[src/rtl/mgmt_arb.sv]
// mgmt_arb: round-robin arbiter sharing one management bus master port
// between N requesters. The winner's command is registered and held on the
// mgmt_* port until the slave acks or the timeout expires; a one-cycle ack
// (with read data) or err pulse then goes back to that requester, followed
// by a one-cycle GAP so mgmt_req is low for at least two cycles between
// transactions.
//
// Handshake: a requester raises rq_req[i] with stable fields and holds them
// until it sees rq_ack[i] or rq_err[i], then drops rq_req[i] in the following
// cycle. On the bus side mgmt_req is a level held high with constant fields
// until a single-cycle mgmt_ack (with mgmt_rxe/mgmt_rxd for reads) arrives.
module mgmt_arb #(
  parameter int N       = 2,
  parameter int TIMEOUT = 8
) (
  input  logic            clk,
  input  logic            rst,
  input  logic [N-1:0]    rq_req,
  input  logic [32*N-1:0] rq_adr,
  input  logic [N-1:0]    rq_rwn,
  input  logic [2*N-1:0]  rq_wen,
  input  logic [32*N-1:0] rq_txd,
  output logic [N-1:0]    rq_ack,
  output logic [N-1:0]    rq_err,
  output logic            rq_rxe,
  output logic [31:0]     rq_rxd,
  output logic            mgmt_req,
  output logic [31:0]     mgmt_adr,
  input  logic            mgmt_ack,
  output logic            mgmt_rwn,
  output logic [1:0]      mgmt_wen,
  output logic [31:0]     mgmt_txd,
  input  logic            mgmt_rxe,
  input  logic [31:0]     mgmt_rxd
);

  localparam int IW = (N > 1) ? $clog2(N) : 1;
  localparam int CW = $clog2(TIMEOUT) + 1;

  localparam logic [1:0] IDLE = 2'd0;
  localparam logic [1:0] BUSY = 2'd1;
  localparam logic [1:0] GAP  = 2'd2;

  logic [1:0]    state;
  logic [IW-1:0] ptr;
  logic [IW-1:0] gnt;
  logic [CW-1:0] cnt;
  logic [IW-1:0] pick;
  logic          pick_vld;

  // Round-robin search: first set request strictly after ptr, cyclically.
  // Scanning from the farthest candidate down lets the nearest one win last.
  always_comb begin
    logic [IW-1:0] jj;
    pick     = '0;
    pick_vld = 1'b0;
    jj       = '0;
    for (int k = N; k >= 1; k--) begin
      jj = IW'((int'(ptr) + k) % N);
      if (rq_req[jj]) begin
        pick     = jj;
        pick_vld = 1'b1;
      end
    end
  end

  // Arbitration FSM, bus command register, timeout counter and reply pulses.
  always_ff @(posedge clk) begin
    if (rst) begin
      state    <= IDLE;
      ptr      <= IW'(N - 1);
      gnt      <= '0;
      cnt      <= '0;
      mgmt_req <= 1'b0;
      mgmt_adr <= '0;
      mgmt_rwn <= 1'b1;
      mgmt_wen <= '0;
      mgmt_txd <= '0;
      rq_ack   <= '0;
      rq_err   <= '0;
      rq_rxe   <= 1'b0;
      rq_rxd   <= '0;
    end else begin
      // Reply outputs are single-cycle pulses; they clear unless set below.
      rq_ack <= '0;
      rq_err <= '0;
      rq_rxe <= 1'b0;
      rq_rxd <= '0;
      case (state)
        IDLE: begin
          if (pick_vld) begin
            mgmt_req <= 1'b1;
            mgmt_adr <= rq_adr[pick*32 +: 32];
            mgmt_rwn <= rq_rwn[pick];
            mgmt_wen <= rq_wen[pick*2 +: 2];
            mgmt_txd <= rq_txd[pick*32 +: 32];
            cnt      <= '0;
            ptr      <= pick;
            gnt      <= pick;
            state    <= BUSY;
          end
        end
        BUSY: begin
          if (mgmt_ack) begin
            // Ack takes priority over a timeout expiring in the same cycle.
            mgmt_req    <= 1'b0;
            rq_ack[gnt] <= 1'b1;
            rq_rxe      <= mgmt_rxe;
            rq_rxd      <= mgmt_rxe ? mgmt_rxd : 32'd0;
            state       <= GAP;
          end else if (cnt == CW'(TIMEOUT - 1)) begin
            mgmt_req    <= 1'b0;
            rq_err[gnt] <= 1'b1;
            state       <= GAP;
          end else if (cnt != '1) begin
            cnt <= cnt + 1'b1;
          end
        end
        GAP: begin
          // Requests are ignored here so the finishing requester, whose
          // rq_req is still high this cycle, cannot be re-granted.
          state <= IDLE;
        end
        default: begin
          state <= IDLE;
        end
      endcase
    end
  end

endmodule

[config.mk]
export PLATFORM = sky130hd
export DESIGN_NAME = mgmt_arb
export DESIGN_NICKNAME = d
export VERILOG_FILES = /design/src/rtl/mgmt_arb.sv
export SDC_FILE = /design/constraint.sdc
export NUM_CORES = 1
export LEC_CHECK = 0
export BUFFER_PORTS_ARGS = -buffer_cell sky130_fd_sc_hd__buf_2
export CORE_AREA = 2 2 108 110
export CTS_BUF_LIST = sky130_fd_sc_hd__clkbuf_4 sky130_fd_sc_hd__clkbuf_8
export CTS_CLUSTER_DIAMETER = 120
export DETAILED_ROUTE_END_ITERATION = 8
export DIE_AREA = 0 0 110 112
export PLACE_DENSITY = 0.78
export SLEW_MARGIN = 20
export SYNTH_ARGS = -nofsm -noshare
export SYNTH_HDL_FRONTEND = slang
export SYNTH_SLANG_ARGS = --single-unit
[constraint.sdc]
create_clock -name clk -period 1.45 [get_ports clk]
set_input_delay 0.2175 -clock clk [delete_from_list [all_inputs] [get_ports clk]]
set_output_delay 0.2175 -clock clk [all_outputs]
set_load 0.005 [all_outputs]
==> impl_metrics.csv <==
group,metric,value,unit
drt,dr_total_vias,4598,
floorplanning,die_area,12300,um2
yosys,syn_inst,497,
pwr,p_int,0.00561,W
yosys,yosys_most_used_dff,"dfxtp_1",
critical_path,cp-start-kind,"flop",
status,status,"finished clean",
timing,layout_min_cycle_time,1330,ps
yosys,avgSynthCellArea,8.65,um2
placed_design,dp_slack,28.8,ps
drt,detail_route.wl_per_cell,13.7,um
layout,fin_cells,941,
layout,fin_nets,958,
clock_tree,clockBufferDepth,2,
pwr,clockPowerShare,0.373,
critical_path,crit_required,1770,ps
clock_tree,worstSkewPairLatency,420,ps
yosys,synthesis.nets,670,
placed_design,io_buffers,276,
global_route,grt_use_total,0.202,
global_route,grt_pass1_vias,4196,
yosys,yosys_warnings,0,
critical_path,timing.rr.end,"mgmt_req",
pwr,swShare,0.277,
yosys,synth_area,4300,um2
timing,tns,0,ps
critical_path,r2r_setup_slack,120,ps
timing,tightestPinTransition,411,ps
timing,hold_viol_final,0,
clock_tree,cts_buffers,17,
worst_hold_path,min_path_type,"input pin to flop",
drt,via_per_inst,4.89,
pwr,p_leak,3.35,nW
pwr,switching_power,0.00215,W
drt,final_antenna_net_count,0,
global_route,antenna_found_initial,1,
floorplanning,die_w,110,um
clock_tree,clock-root-buffer,"clkbuf_8",
placed_design,place.detailed.hpwl,9.04,mm
critical_path,critPathKind,"flop to flop",
critical_path,critPathMaxFanout,3,
yosys,synth_cell_types,32,
timing,grt_setup_unrepaired,"no",
yosys,async_flop_share,0,
yosys,ys_seq_area_frac,0.526,
yosys,yosys_register_bits,113,
global_route,grt_pass1_wl,19.5,mm
global_route,grt-ovfl-total,0,
timing,drv_slew,0,
pwr,peakVddDrop,0.000612,V
timing,relSlewSlack,0.726,
clock_tree,htree_levels,4,
drt,firstDrtPassIters,4,
floorplanning,num_rows,39,
layout,drive_gt1_frac,0.425,
layout,area.growth.synth_to_final,50.8,%
pwr,comb_power_share,0.179,
timing,setup_viol,0,
flow_run,max_cap_violations,0,
critical_path,ff2ff_path_depth,5,
drt,drc_errors,0,
drt,drtIter0Drc,266,
critical_path,r2r_start,"cnt[0]",
placed_design,dp_cells,892,
critical_path,end_kind,"flop",
yosys,synth_enable_flop_cells,0,
clock_tree,clk_pin_slew,70,ps
pwr,p_per_area,1200,nW/um2
placed_design,place.gp.congestion,0.810,
floorplanning,num_io_pins,277,
drt,drt-total-wl,12.9,mm
critical_path,endpoint,"mgmt_req",
timing,finalCritPeriodShare,0.918,
floorplanning,initial_core_util,0.385,
floorplanning,core_area,11200,um2
timing,clock_skew,8.52,ps
timing,max_freq,0.752,GHz
critical_path,cp.arrival,1650,ps
clock_tree,cts_tree,"yes",
global_route,grt_max_degree,41,
layout,diodes,0,
critical_path,cp-startpoint,"cnt[0]",
timing,setup_ws,119,ps
pwr,power_frac_seq,0.448,
floorplanning,die_h,112,um
clock_tree,numClockSinks,113,
metrics by stage:
stage	cell area, um2	utilization	hold WS [ps]	power, W
after floorplan	4300	-	363	0.00422
after global placement	5920	0.530	449	0.00487
after detailed placement	5920	0.530	452	0.00490
after CTS	6420	0.574	0.977	0.00785
after global routing	6480	0.580	1.25	0.00820
final	6480	0.580	22.7	0.00776
how the worst min path moves through the flow:
stage	depth (start not counted)	from	slack (ps)	end
floorplan	1	mgmt_rxe	360	rq_rxd[26]
global placement	2	mgmt_rxd[20]	450	rq_rxd[20]
detailed placement	2	mgmt_rxd[22]	450	rq_rxd[22]
CTS	2	mgmt_rxd[1]	1	rq_rxd[1]
global route	2	mgmt_rxd[2]	1	rq_rxd[2]
finish	2	mgmt_rxd[1]	20	rq_rxd[1]
placed cells by master (no fill, tap or decap), drive strengths merged, types with 2 or more instances in the layout:
cell type    instances
clkinvlp             3
bufinv               2
nor3                 4
inv                  4
clkinv               6
and2                 2
clkbuf              19
and3                34
xor2                 2
dfxtp              113
nand2              138
nor2                71
dlygate4sd3         14
o21a                 2
buf                298
a311oi              66
a21oi                3
nor2b                2
worst max-delay path, cell delays in order (launching register included):
cell,delay (ps)
dfxtp_1,360
ha_1,200
nand3b_1,110
a211o_2,350
a21oi_1,170
nor2_1,60
power by group through the flow:
stage	clock [W]	combinational, W	sequential, W
after floorplan	0	0.000652	0.00357
after global placement	0	0.00133	0.00354
after detailed placement	0	0.00136	0.00354
after CTS	0.00299	0.00138	0.00348
after global routing	0.00315	0.00154	0.00350
final	0.00290	0.00139	0.00348
metal layers:
layer	global-route usage	vias to the layer above	wire length, um
met5	0	-	13
met4	0.0684	2	257
met3	0.0831	25	1150
met2	0.347	191	6410
met1	0.223	2078	5110
li1	-	2302	-
cell usage after synthesis (2+ instances only):
library cell  number  area (um2)
nand2_1          138         518
a311oi_1          66         578
clkbuf_1          20        75.1
nor3_1             4        20.0
a21oi_1            3        15.0
nor2_1            70         263
buf_2             16        80.1
xor2_1             2        17.5
nor2b_1            2        12.5
dfxtp_1          113        2260
buf_4              7        52.6
and2_1             2        12.5
inv_1              2        7.51
and3_1            34         213
layout make-up:
| class | count | area, um2 |
|---|---|---|
| Fill cell | 1033 | 4700 |
| Tap cell | 143 | 179 |
| Inverter | 2 | 7.51 |
| Timing Repair Buffer | 312 | 1800 |
| Clock buffer | 19 | 249 |
| Clock inverter | 13 | 138 |
| Multi-Input combinational cell | 339 | 1840 |
| Sequential cell | 113 | 2260 |
sequential cells by signal, summed over array words and instances (netlist names):
| signal | flops |
|---|---|
| state | 2 |
| rq_ack | 2 |
| cnt | 4 |
| rq_rxd | 32 |
| mgmt_wen | 2 |
| mgmt_adr | 32 |
| mgmt_req | 1 |
| rq_err | 2 |
| gnt | 1 |
| rq_rxe | 1 |
| mgmt_rwn | 1 |
| ptr | 1 |
| mgmt_txd | 32 |
what timing repair did:
item	in CTS	in global routing
setup buffers	0	2
endpoints found under the setup margin	0	31
hold buffers	11	3
hold endpoints to repair	11	3
resized for setup	0	1
logic make-up (layout without fill, tap and decap cells):
logic type               after synthesis  count (layout)  share of synthesized area
AND/OR/NAND/NOR                      257             257                      0.259
multiplexers                           1               1                    0.00233
AO/OA/AOI/OAI                         77              78                      0.154
XOR/XNOR                               2               2                    0.00408
buffers and inverters                 46             346                     0.0510
flip-flops                           113             113                      0.526
adder cells (fa/ha/maj)                1               1                    0.00291
(Power assumes the default switching activity.)
